`src/rtl/audio_i2s_frame_ctrl.sv`:
```
// ---------------------------------------------------------------------------
// audio_i2s_frame_ctrl
//
// Frame sequencer for the I2S DAC output path. A free-running 6-bit counter on
// the bit clock produces DACLRCK (32 BCLK left slot, 32 BCLK right slot). The
// block fetches one stereo sample per frame from the synth engine with a
// request/valid handshake, and commits it to the serializer-facing outputs at
// the mid-left-slot point (count 16). The serializer loads near counts 31 and
// 63, so the committed words are always stable while it loads. When the engine
// misses the window, the frame is an underrun: depending on UNDERRUN_HOLD the
// outputs go to zero or repeat the last committed word, and a saturating
// counter records the event.
//
// Parameters
//   AUD_BIT_DEPTH  sample width of input and output words
//   UNDERRUN_HOLD  0: commit zero on underrun, 1: repeat last committed word
//
// Ports
//   reset_reg_N       in   asynchronous active-low reset
//   iAUDB_CLK         in   audio bit clock, all logic on posedge
//   i_enable          in   1 = fetch samples, 0 = mute (sampled at count 63->0)
//   i_clear_underrun  in   synchronous clear of o_underrun_cnt (wins over +1)
//   i_sample_valid    in   engine data valid, accepted only while requesting
//   i_lsample         in   left sample, two's complement
//   i_rsample         in   right sample, two's complement
//   o_AUD_DACLRCK     out  word clock, 0 = left slot, 1 = right slot
//   o_sample_req      out  request to the engine for this frame's sample
//   o_lsound_out      out  committed left word
//   o_rsound_out      out  committed right word
//   o_frame_strobe    out  one-cycle pulse on each commit
//   o_underrun_cnt    out  saturating underrun count
// ---------------------------------------------------------------------------
module audio_i2s_frame_ctrl #(
    parameter int AUD_BIT_DEPTH = 24,
    parameter bit UNDERRUN_HOLD = 1'b0
) (
    input  logic                     reset_reg_N,
    input  logic                     iAUDB_CLK,
    input  logic                     i_enable,
    input  logic                     i_clear_underrun,
    input  logic                     i_sample_valid,
    input  logic [AUD_BIT_DEPTH-1:0] i_lsample,
    input  logic [AUD_BIT_DEPTH-1:0] i_rsample,
    output logic                     o_AUD_DACLRCK,
    output logic                     o_sample_req,
    output logic [AUD_BIT_DEPTH-1:0] o_lsound_out,
    output logic [AUD_BIT_DEPTH-1:0] o_rsound_out,
    output logic                     o_frame_strobe,
    output logic [7:0]               o_underrun_cnt
);

    localparam logic [1:0] ST_IDLE = 2'd0;
    localparam logic [1:0] ST_REQ  = 2'd1;
    localparam logic [1:0] ST_FULL = 2'd2;

    // The request starts on the edge where the counter wraps to 0, so the
    // enable decision is taken while the counter still reads 63.
    localparam logic [5:0] CNT_LAST   = 6'd63;
    localparam logic [5:0] CNT_COMMIT = 6'd16;

    logic [5:0]               frame_cnt_q, frame_cnt_d;
    logic [1:0]               state_q, state_d;
    logic [AUD_BIT_DEPTH-1:0] pend_l_q, pend_l_d;
    logic [AUD_BIT_DEPTH-1:0] pend_r_q, pend_r_d;
    logic [AUD_BIT_DEPTH-1:0] lsound_q, lsound_d;
    logic [AUD_BIT_DEPTH-1:0] rsound_q, rsound_d;
    logic                     strobe_q, strobe_d;
    logic [7:0]               underrun_cnt_q, underrun_cnt_d;
    logic                     commit_pt;
    logic                     underrun;

    assign commit_pt = (frame_cnt_q == CNT_COMMIT);

    always_comb begin
        frame_cnt_d = frame_cnt_q + 6'd1;
        state_d     = state_q;
        pend_l_d    = pend_l_q;
        pend_r_d    = pend_r_q;
        lsound_d    = lsound_q;
        rsound_d    = rsound_q;
        strobe_d    = 1'b0;
        underrun    = 1'b0;

        case (state_q)
            ST_IDLE: begin
                if ((frame_cnt_q == CNT_LAST) && i_enable) begin
                    state_d = ST_REQ;
                end
            end
            ST_REQ: begin
                // The commit point closes the window: a valid arriving in the
                // same cycle is too late and is dropped.
                if (commit_pt) begin
                    underrun = 1'b1;
                    state_d  = ST_IDLE;
                end else if (i_sample_valid) begin
                    pend_l_d = i_lsample;
                    pend_r_d = i_rsample;
                    state_d  = ST_FULL;
                end
            end
            ST_FULL: begin
                if (commit_pt) begin
                    state_d = ST_IDLE;
                end
            end
            default: begin
                state_d = ST_IDLE;
            end
        endcase

        // Every frame commits something: the fetched sample, the held word on
        // a hold-policy underrun, or silence.
        if (commit_pt) begin
            strobe_d = 1'b1;
            if (state_q == ST_FULL) begin
                lsound_d = pend_l_q;
                rsound_d = pend_r_q;
            end else if (!(underrun && UNDERRUN_HOLD)) begin
                lsound_d = '0;
                rsound_d = '0;
            end
        end

        if (i_clear_underrun) begin
            underrun_cnt_d = 8'd0;
        end else if (underrun && (underrun_cnt_q != 8'hFF)) begin
            underrun_cnt_d = underrun_cnt_q + 8'd1;
        end else begin
            underrun_cnt_d = underrun_cnt_q;
        end
    end

    always_ff @(posedge iAUDB_CLK or negedge reset_reg_N) begin
        if (!reset_reg_N) begin
            frame_cnt_q    <= 6'd0;
            state_q        <= ST_IDLE;
            pend_l_q       <= '0;
            pend_r_q       <= '0;
            lsound_q       <= '0;
            rsound_q       <= '0;
            strobe_q       <= 1'b0;
            underrun_cnt_q <= 8'd0;
        end else begin
            frame_cnt_q    <= frame_cnt_d;
            state_q        <= state_d;
            pend_l_q       <= pend_l_d;
            pend_r_q       <= pend_r_d;
            lsound_q       <= lsound_d;
            rsound_q       <= rsound_d;
            strobe_q       <= strobe_d;
            underrun_cnt_q <= underrun_cnt_d;
        end
    end

    assign o_AUD_DACLRCK  = frame_cnt_q[5];
    assign o_sample_req   = (state_q == ST_REQ);
    assign o_lsound_out   = lsound_q;
    assign o_rsound_out   = rsound_q;
    assign o_frame_strobe = strobe_q;
    assign o_underrun_cnt = underrun_cnt_q;

endmodule

```
`config.mk`:
```
export PLATFORM = sky130hd
export DESIGN_NAME = audio_i2s_frame_ctrl
export DESIGN_NICKNAME = d
export VERILOG_FILES = /design/src/rtl/audio_i2s_frame_ctrl.sv
export SDC_FILE = /design/constraint.sdc
export NUM_CORES = 1
export LEC_CHECK = 0
export ABC_AREA = 1
export CAP_MARGIN = 20
export CORE_AREA = 2 2 148 114
export CTS_BUF_LIST = sky130_fd_sc_hd__clkbuf_8
export DETAILED_ROUTE_END_ITERATION = 10
export DIE_AREA = 0 0 150 116
export SLEW_MARGIN = 20
export SYNTH_ARGS = -nofsm -noshare
export SYNTH_HDL_FRONTEND = slang
export SYNTH_SLANG_ARGS = --single-unit
```
`constraint.sdc`:
```
create_clock -name iAUDB_CLK -period 3.9 [get_ports iAUDB_CLK]
set_clock_uncertainty 0.1 [all_clocks]
set_input_delay 0.39 -clock iAUDB_CLK [delete_from_list [all_inputs] [get_ports iAUDB_CLK]]
set_output_delay 0.39 -clock iAUDB_CLK [all_outputs]
set_load 0.01 [all_outputs]
```
Word level (Yosys, flattened, before mapping)
Index checks and enable logic that the tools add are counted.

storage, ports and cells
  logic and storage cells = 36
  input bits = 53
  output and inout bits = 59
  register bits after elaboration = 113

operators by class
  muxes and demuxes = 11
  reductions and logical operators = 6
  bitwise logic cells = 1
  add/subtract/negate cells = 2
  equal/unequal tests = 8

operators with widths
  kind                   count
  $mux W24               2
  $mux W8                2
  $add A8 B1 Y8 const B  1
  $mux W2                4
  $ne A8 B8 Y1 const B   1
  $add A6 B1 Y6 const B  1
  $eq A6 B5 Y1 const B   1
  $eq A6 B6 Y1 const B   1
  $pmux W2 S3            1
  $reduce_and A3 Y1      2
  $ne A2 B2 Y1 const B   2
  $ne A3 B2 Y1 const B   1
  $eq A2 B1 Y1 const B   1
  $eq A2 B2 Y1 const B   1
  $logic_and A1 B1 Y1    2
  $logic_not A2 Y1       1
  $mux W1                2
  $reduce_bool A2 Y1     1
  $not A1 Y1             1

Depth between registers and ports, before layout
Gate-level depths: netlist (run 1).

  depth in word-level cells = 6
  mapped depth = 10
  depth with buffers taken out = 9

Worst setup path before layout (run 1)
Ideal clock, no wire load.

  kind = flip-flop to flip-flop
  start point = register frame_cnt_q[0]
  end point = register lsound_q[13] (netlist: o_lsound_out[13])
  required time = 3.683 ns
  setup time = 0.117 ns
  path slack = 2.390 ns
  clock period less this slack = 1.510 ns
  cell stages (with the launch flop) = 10
  buffers on the path = 2
  arrival time = 1.293 ns
  path through = dfrtp_1 > inv_1 > ha_1 > inv_1 > nor2_1 > nand2_2 > buf_2 > buf_4 > nand2_1 > nand2_1

on the way
  longest elaborated chain between the ends = 1

RTL lines
  item                      RTL line  RTL
  start: declaration        61        logic [5:0] frame_cnt_q, frame_cnt_d;
  start signal: assignment  145       frame_cnt_q <= frame_cnt_d;
  $eq A6 B5 Y1              72        assign commit_pt = (frame_cnt_q == CNT_COMMIT);
  end signal: assignment    149       lsound_q <= lsound_d;
  end: declaration          65        logic [AUD_BIT_DEPTH-1:0] lsound_q, lsound_d;

No other way between the ends.
A chain may end at the register's enable or synchronous reset.

Worst setup path after layout (run 1)
  start point = register frame_cnt_q[0]
  end point = register pend_l_q[5]

on the way
  longest elaborated chain between the ends = 3

RTL lines
  item                         RTL line  RTL
  $eq A6 B5 Y1                 72
  $not A1 Y1 (no line)         n/a
  $reduce_and A3 Y1 (no line)  n/a
  end signal: assignment       147       pend_l_q <= pend_l_d;
  end: declaration             63        logic [AUD_BIT_DEPTH-1:0] pend_l_q, pend_l_d;

No other way between the ends.

==> impl_results.html, run 1 <==
<table>
<tr><th>Metric</th><th>Value</th></tr>
<tr><th colspan="2">Global routing</th></tr>
<tr><td>Met1 track demand over resource</td><td>roughly 18%</td></tr>
<tr><td>Initial antenna violation count</td><td>0</td></tr>
<tr><td>Gr ovfl total</td><td>0</td></tr>
<tr><td>Grt peak-use layer</td><td>met2</td></tr>
<tr><td>Met2 routing resource usage after global routing</td><td>19.97%</td></tr>
<tr><td>First-pass GRT wire length</td><td>approximately 18000 µm</td></tr>
<tr><td>Maximum number of pins on one net before global-route repair</td><td>98</td></tr>
<tr><td>Via count of the first global-routing pass</td><td>~3700</td></tr>
<tr><td>Overall Global Routing Usage</td><td>about 13%</td></tr>
<tr><td>Met3 routing resource usage after global routing</td><td>between 4 and 5%</td></tr>
<tr><th colspan="2">Place</th></tr>
<tr><td>Port buffer count</td><td>around 110</td></tr>
<tr><td>Sum of net half-perimeters after detailed placement</td><td>7188 µm</td></tr>
<tr><td>Final weighted congestion in routability-driven placement</td><td>between 0.7 and 0.8</td></tr>
<tr><td>Setup Slack @ Placement</td><td>approximately 1600 ps</td></tr>
<tr><th colspan="2">Final layout</th></tr>
<tr><td>Most common cell after layout, fill and taps aside</td><td>nand2_1</td></tr>
<tr><td>Layout cells sized above 1</td><td>7.231%</td></tr>
<tr><td>Most used cells in the layout excluding fill and tap cells</td><td>nand2_1 (175), dfrtp_1 (113), clkdlybuf4s50_1 (110)</td></tr>
<tr><td>Core utilization of the finished layout</td><td>about 40%</td></tr>
<tr><td>Nets</td><td>approximately 690</td></tr>
<tr><td># diodes</td><td>0</td></tr>
<tr><td>Relative area change from synthesis to final layout</td><td>35.81%</td></tr>
<tr><th colspan="2">Logic synthesis</th></tr>
<tr><td>Adder and majority gate portion of the synthesized area</td><td>less than 1%</td></tr>
<tr><td>Share of cell area taken by muxes after synthesis</td><td>0%</td></tr>
<tr><td>Count of unique library cells instantiated by Yosys</td><td>27</td></tr>
<tr><td>Post-synthesis average cell area</td><td>approximately 9 µm²</td></tr>
<tr><td>Flop and latch count out of synthesis</td><td>113</td></tr>
<tr><td>Top_reg_cell synth</td><td>dfrtp_1</td></tr>
<tr><td>Synth warn</td><td>0</td></tr>
<tr><td>Share of flip-flops with an asynchronous set or reset</td><td>between 90% and 100%</td></tr>
<tr><td>Count of flip-flops with a built-in enable after synthesis</td><td>0</td></tr>
<tr><td>Area fraction in compound gates after synthesis</td><td>approximately 5.6%</td></tr>
<tr><td>Total nets after synthesis</td><td>~600</td></tr>
<tr><td>Synthesized-area fraction occupied by and/or/nand/nor cells</td><td>24.24%</td></tr>
<tr><td>Proportion of synthesized chip area in sequential cells</td><td>60.27%</td></tr>
<tr><td>Xor-xnor portion of the synthesized cell area</td><td>less than 1%</td></tr>
<tr><td>Synth Cell Area</td><td>approximately 0.0047 mm²</td></tr>
<tr><td>Post-Synthesis Cells</td><td>about 530</td></tr>
<tr><td>Dominant combinational cell family by area after synthesis</td><td>simple AND/OR/NAND/NOR gates</td></tr>
<tr><th colspan="2">Drt</th></tr>
<tr><td>Drt total wl</td><td>~11000 µm</td></tr>
<tr><td>Pre-Repair DR Iteration Count</td><td>5</td></tr>
<tr><td>Remaining design rule violation count</td><td>0</td></tr>
<tr><td>Iter 0 DRT Violations</td><td>approximately 190</td></tr>
<tr><td>Routed length per instance</td><td>between 10 and 15 µm</td></tr>
<tr><td>Detailed-route via count</td><td>3700</td></tr>
<tr><td>Mean number of vias per cell</td><td>around 4.3</td></tr>
<tr><td>Count of antenna-violating nets left after detailed routing</td><td>0</td></tr>
<tr><th colspan="2">Floorplan</th></tr>
<tr><td>CORE AREA</td><td>0.01582 mm²</td></tr>
<tr><td>Die footprint</td><td>approximately 0.017 mm²</td></tr>
<tr><td>Num ports</td><td>around 110</td></tr>
<tr><td>Number of standard-cell rows in the floorplan</td><td>40</td></tr>
<tr><td>Width of the die</td><td>around 150 µm</td></tr>
<tr><td>Die height</td><td>approximately 120 µm</td></tr>
<tr><td>Initial core utilization</td><td>29.67%</td></tr>
<tr><th colspan="2">Setup path</th></tr>
<tr><td>Cell repeated most along the worst path</td><td>inv_1</td></tr>
<tr><td>Nature of the critical path startpoint</td><td>register</td></tr>
<tr><td>Kind of capture point of the worst setup path</td><td>register</td></tr>
<tr><td>Crit Path Category</td><td>reg2reg</td></tr>
<tr><td>Largest stage delay on the critical path</td><td>between 600 and 700 ps</td></tr>
<tr><td>Critical Path RT</td><td>about 4100 ps</td></tr>
<tr><td>Arrival time of the worst setup path</td><td>2500 ps</td></tr>
<tr><td>Highest-delay cell along the critical path</td><td>nand3_4</td></tr>
<tr><td>Critical Path, Cell by Cell</td><td>inv_1 &gt; ha_1 &gt; inv_1 &gt; nor2_1 &gt; nand2_2 &gt; nand3_4 &gt; o21ai_0</td></tr>
<tr><td>Critical-path maximum fanout</td><td>a little under 100</td></tr>
<tr><th colspan="2">STA</th></tr>
<tr><td>Number of max-slew violations in the final report</td><td>0</td></tr>
<tr><td>Unrepaired setup endpoints after global routing</td><td>false</td></tr>
<tr><td>Final hold violation count</td><td>0</td></tr>
<tr><td>Worst slew margin relative to its limit</td><td>approximately a third</td></tr>
<tr><td>Final setup fails</td><td>0</td></tr>
<tr><td>Post-layout minimum cycle time</td><td>2288 ps</td></tr>
<tr><td>Worst setup margin</td><td>between 1500 and 2000 ps</td></tr>
<tr><td>Highest Clock Rate</td><td>437.1 MHz</td></tr>
<tr><td>Summed negative setup slack over all endpoints</td><td>0 ps</td></tr>
<tr><td>Fraction of the cycle the final worst path needs</td><td>just under 60%</td></tr>
<tr><td>Worst-margin pin slew</td><td>roughly 980 ps</td></tr>
<tr><th colspan="2">Flow run</th></tr>
<tr><td>Number of max-cap violations</td><td>0</td></tr>
<tr><th colspan="2">Clock network</th></tr>
<tr><td>Bufs on Longest Clock Path</td><td>2</td></tr>
<tr><td>Total number of clock tree sinks</td><td>around 110</td></tr>
<tr><td>Clock root cell</td><td>clkbuf_8</td></tr>
<tr><td>Skew-Pair Late Insertion Delay</td><td>430 ps</td></tr>
<tr><td>Clock buffer count from CTS</td><td>17</td></tr>
<tr><td>Clock tree from TritonCTS</td><td>yes</td></tr>
<tr><td>Clock-pin slew reported for the worst setup and hold paths after clock tree synthesis</td><td>approximately 70 ps</td></tr>
<tr><td>CTS H-Tree Depth</td><td>4</td></tr>
<tr><td>Count of instances resized after the clock tree is built</td><td>0</td></tr>
<tr><th colspan="2">Pwr</th></tr>
<tr><td>Total Power</td><td>2408 µW</td></tr>
<tr><td>Leakage power</td><td>around 0.0032 µW</td></tr>
<tr><td>VDD IR-drop max</td><td>around 190 µV</td></tr>
<tr><td>Pwr Density</td><td>between 300 and 400 mW/mm²</td></tr>
<tr><th colspan="2">Status</th></tr>
<tr><td>Outcome</td><td>finished, final reports clean</td></tr>
<tr><th colspan="2">Worst hold path</th></tr>
<tr><td>Hold crit path type</td><td>reg2reg</td></tr>
</table>
[power breakdown]
part	total, µW	internal [µW]	switching [µW]	leakage [µW]
Clock	1140	673	470	0.000215
Combinational	92.8	50.8	42.0	0.00145
Sequential	1170	1170	0.0000310	0.00157
Total	2410	1900	512	0.00323
[path summary, 6_finish.rpt]
check                                 start          endpoint  slack (ps)  depth (start not counted)
max in group asynchronous       reset_reg_N       pend_r_q[5]        2300                          3
max reg2reg                  frame_cnt_q[0]       pend_l_q[5]        1610                          7
max                          frame_cnt_q[0]       pend_l_q[5]        1610                          7
min in group asynchronous       reset_reg_N  o_rsound_out[15]         530                          2
min                        o_lsound_out[19]  o_lsound_out[19]         380                          2
min reg2reg                o_lsound_out[19]  o_lsound_out[19]         380                          2
[Yosys cell counts (2+ instances only)]
master,count,area [µm²]
nand3_1,66,330.3
o21ai_1,31,155.2
nand2_2,2,12.51
clkbuf_1,5,18.77
a21oi_1,2,10.01
xor2_1,5,43.79
ha_1,3,37.54
buf_6,4,45.04
nor2_1,13,48.80
nand2_1,175,656.9
or2_2,2,12.51
nor3_1,2,10.01
inv_1,61,229.0
nor2_2,2,12.51
dfrtp_1,113,2828
o21ai_0,18,90.09
buf_2,14,70.07
[what timing repair did]
item,CTS,global route
hold buffers,1,0
buffers inserted,0,0
setup endpoints to repair,0,0
hold endpoints to repair,17,0
[stage by stage]
| step | std cells | instance area, µm² | hold slack (ps) |
|---|---|---|---|
| after floorplan | 528 | 4692 | -5.591 |
| after detailed placement | 827 | 5948 | 366.9 |
| after global routing | 860 | 6372 | 380.9 |
| final | 860 | 6372 | 377.9 |
| after global placement | 827 | 5948 | 353.8 |
| after CTS | 860 | 6372 | 367.8 |
[kinds of logic (layout without fill, tap and decap cells)]
kind of cell	after synthesis	after routing
xor+xnor	5	5
simple gates	267	267
flops	113	113
buf+inv	88	210
compound gates	52	52
fa+ha+maj	3	3
[sequential cells by signal, summed over array words and instances, names as in the netlist]
name            cells
o_underrun_cnt      8
pend_l_q           24
o_lsound_out       24
o_rsound_out       24
frame_cnt_q         6
pend_r_q           24
state_q             2
o_frame_strobe      1
[layer usage]
layer	up-vias	routed length [µm]
met3	10	580
met2	76	4959
met1	1746	5222
met4	0	145
li1	1868	-
met5	-	0
[critical path, delay by kind of cell (launching register included)]
kind / cells / cell delay [ps]
adders and majority gates: 1 / 220
and+or+nand+nor: 3 / 800
AOI/OAI and AO/OA: 1 / 490
DFF: 1 / 370
buffers and inverters: 2 / 130
[layout make-up]
type | count | area [µm²]
multi-input cells | 327 | 1486
inverters | 62 | 232.7
fillers | 1579 | 9443
repair buffers | 116 | 1149
clock inverters | 12 | 138.9
well taps | 210 | 262.8
clock buffers | 20 | 275.3
flip-flops and latches | 113 | 2828
Power figures use the tool's default switching activity.
==> run 2, diff against run 1 <==
Clock period 3.9 ns to 2.07 ns, I/O delays scaled along.
==> run 2 against run 1 <==
Count of clock-buffer cells in the layout is 1 lower. Worst setup slack worse by 1500 ps. First-iteration DRC count is 6.3% lower. Sequential share of layout area is 0.59 points lower. Critical path type is now reg2out.
==> impl_results.html, run 2 (synthesis gave the netlist of run 1 again) <==
<table>
<tr><th>Metric</th><th>Value</th></tr>
<tr><th colspan="2">Clock network</th></tr>
<tr><td>Clock tree from TritonCTS</td><td>yes</td></tr>
<tr><td>Skew-Pair Late Insertion Delay</td><td>around 420 ps</td></tr>
<tr><td>Count of instances resized after the clock tree is built</td><td>0</td></tr>
<tr><td>CTS H-Tree Depth</td><td>4</td></tr>
<tr><td>Clock buffer count from CTS</td><td>17</td></tr>
<tr><td>Total number of clock tree sinks</td><td>113</td></tr>
<tr><td>Clock root cell</td><td>clkbuf_8</td></tr>
<tr><td>Bufs on Longest Clock Path</td><td>2</td></tr>
<tr><td>Clock-pin slew reported for the worst setup and hold paths after clock tree synthesis</td><td>approximately 70 ps</td></tr>
<tr><th colspan="2">STA</th></tr>
<tr><td>Highest Clock Rate</td><td>513.7 MHz</td></tr>
<tr><td>Worst slew margin relative to its limit</td><td>69.93%</td></tr>
<tr><td>Worst-margin pin slew</td><td>~450 ps</td></tr>
<tr><td>Number of max-slew violations in the final report</td><td>0</td></tr>
<tr><td>Summed negative setup slack over all endpoints</td><td>0 ps</td></tr>
<tr><td>Fraction of the cycle the final worst path needs</td><td>between 90% and 100%</td></tr>
<tr><td>Post-layout minimum cycle time</td><td>1947 ps</td></tr>
<tr><td>Final setup fails</td><td>0</td></tr>
<tr><td>Unrepaired setup endpoints after global routing</td><td>false</td></tr>
<tr><td>Final hold violation count</td><td>0</td></tr>
<tr><td>Worst setup margin</td><td>123.2 ps</td></tr>
<tr><th colspan="2">Setup path</th></tr>
<tr><td>Crit Path Category</td><td>reg2out</td></tr>
<tr><td>Kind of capture point of the worst setup path</td><td>output port</td></tr>
<tr><td>Arrival time of the worst setup path</td><td>around 1600 ps</td></tr>
<tr><td>Critical-path maximum fanout</td><td>5</td></tr>
<tr><td>Worst reg2reg setup slack</td><td>around 330 ps</td></tr>
<tr><td>Nature of the critical path startpoint</td><td>register</td></tr>
<tr><td>Critical Path RT</td><td>1760 ps</td></tr>
<tr><th colspan="2">Final layout</th></tr>
<tr><td>Layout cells sized above 1</td><td>approximately 7.9%</td></tr>
<tr><td>Filler Cell Count</td><td>approximately 1600</td></tr>
<tr><td>Most used cells in the layout excluding fill and tap cells</td><td>nand2_1 (175), dfrtp_1 (113), clkdlybuf4s50_1 (110)</td></tr>
<tr><td>Non-filler instance count after layout</td><td>866</td></tr>
<tr><td>Most common cell after layout, fill and taps aside</td><td>nand2_1</td></tr>
<tr><td># diodes</td><td>0</td></tr>
<tr><td>Relative area change from synthesis to final layout</td><td>37.65%</td></tr>
<tr><td>Nets</td><td>approximately 700</td></tr>
<tr><th colspan="2">Drt</th></tr>
<tr><td>Iter 0 DRT Violations</td><td>180</td></tr>
<tr><td>Remaining design rule violation count</td><td>0</td></tr>
<tr><td>Routed length per instance</td><td>12.40 µm</td></tr>
<tr><td>Detailed-route via count</td><td>about 3700</td></tr>
<tr><td>Pre-Repair DR Iteration Count</td><td>5</td></tr>
<tr><td>Mean number of vias per cell</td><td>about 4.3</td></tr>
<tr><td>Count of antenna-violating nets left after detailed routing</td><td>0</td></tr>
<tr><td>Drt total wl</td><td>10740 µm</td></tr>
<tr><th colspan="2">Floorplan</th></tr>
<tr><td>Width of the die</td><td>roughly 150 µm</td></tr>
<tr><td>CORE AREA</td><td>~0.016 mm²</td></tr>
<tr><td>Number of standard-cell rows in the floorplan</td><td>40</td></tr>
<tr><td>Num ports</td><td>about 110</td></tr>
<tr><td>Initial core utilization</td><td>slightly below 30%</td></tr>
<tr><td>Die height</td><td>approximately 120 µm</td></tr>
<tr><td>Die footprint</td><td>around 0.017 mm²</td></tr>
<tr><th colspan="2">Pwr</th></tr>
<tr><td>VDD IR-drop max</td><td>394.1 µV</td></tr>
<tr><td>Pwr Density</td><td>approximately 690 mW/mm²</td></tr>
<tr><td>Total Power</td><td>4481 µW</td></tr>
<tr><td>Leakage power</td><td>~0.0033 µW</td></tr>
<tr><th colspan="2">Global routing</th></tr>
<tr><td>Overall Global Routing Usage</td><td>between 10% and 20%</td></tr>
<tr><td>First-pass GRT wire length</td><td>approximately 18000 µm</td></tr>
<tr><td>Initial antenna violation count</td><td>0</td></tr>
<tr><td>Maximum number of pins on one net before global-route repair</td><td>56</td></tr>
<tr><td>Gr ovfl total</td><td>0</td></tr>
<tr><td>Via count of the first global-routing pass</td><td>between 3000 and 4000</td></tr>
<tr><th colspan="2">Place</th></tr>
<tr><td>DP Cell Count</td><td>around 830</td></tr>
<tr><td>Port buffer count</td><td>approximately 110</td></tr>
<tr><td>Final weighted congestion in routability-driven placement</td><td>roughly 0.84</td></tr>
<tr><td>Sum of net half-perimeters after detailed placement</td><td>between 7000 and 8000 µm</td></tr>
<tr><td>Setup Slack @ Placement</td><td>~320 ps</td></tr>
<tr><th colspan="2">Worst hold path</th></tr>
<tr><td>Hold crit path type</td><td>in2async</td></tr>
<tr><th colspan="2">Status</th></tr>
<tr><td>Outcome</td><td>finished, final reports clean</td></tr>
<tr><th colspan="2">Flow run</th></tr>
<tr><td>Number of max-cap violations</td><td>0</td></tr>
</table>
run 2: cell types whose count changed in the layout (fill, tap and decap cells not counted), sizes merged:
cell / delta
buf: +6
clkinvlp: -1
inv: +1
clkinv: +1
clkbuf: -1
run 2: worst paths after layout:
| kind | cells after the start | startpoint | to |
|---|---|---|---|
| max | 2 | state_q[1] | o_sample_req |
| min | 2 | reset_reg_N | o_rsound_out[13] |
| max reg2reg | 7 | frame_cnt_q[0] | o_rsound_out[20] |
| min reg2reg | 1 | frame_cnt_q[0] | frame_cnt_q[0] |
| max in group asynchronous | 3 | reset_reg_N | o_lsound_out[2] |
| min in group iAUDB_CLK | 3 | i_rsample[0] | pend_r_q[0] |
run 2: critical path: stages (launching register included):
cell	delay [ps]
dfrtp_1	430
nor2_4	210
clkdlybuf4s50_1	580
run 2: stage by stage:
stage | util (%) | instance area [µm²] | hold slack, ps
after floorplan | - | 4692 | -188.6
after global placement | 38.21 | 6043 | 84.80
after detailed placement | 38.21 | 6043 | 88.99
after CTS | 40.84 | 6459 | 148.6
after global routing | 40.84 | 6459 | 176.9
final | 40.84 | 6459 | 156.8
run 2: power by group:
group          switching [µW]  internal [µW]
combinational            76.9           99.5
clock                     863           1230
sequential          0.0000637           2210
run 2: timing repair:
| item | 4_1_cts | 5_1_grt |
|---|---|---|
| hold endpoints to repair | 39 | 0 |
| setup endpoints to repair | 0 | 0 |
| hold buffers | 1 | 0 |
| setup buffers | 0 | 0 |
run 2: metal layers:
layer	global-route usage (%)	wire [µm]	vias to the layer above
li1	-	-	1881
met1	17.86	5176	1770
met2	20.12	4866	83
met3	3.780	525	12
met4	6.038	171	0
met5	0	0	-
run 2: area by class of cell:
| type | count | area, µm² | share of cell area [%] |
|---|---|---|---|
| clock inverter | 13 | 143.9 | 2.228 |
| inverter | 62 | 232.7 | 3.603 |
| multi-input combinational | 327 | 1486 | 23.01 |
| tap | 210 | 262.8 | 4.068 |
| sequential | 113 | 2828 | 43.78 |
| timing repair buffer | 122 | 1244 | 19.26 |
| clock buffer | 19 | 261.5 | 4.049 |
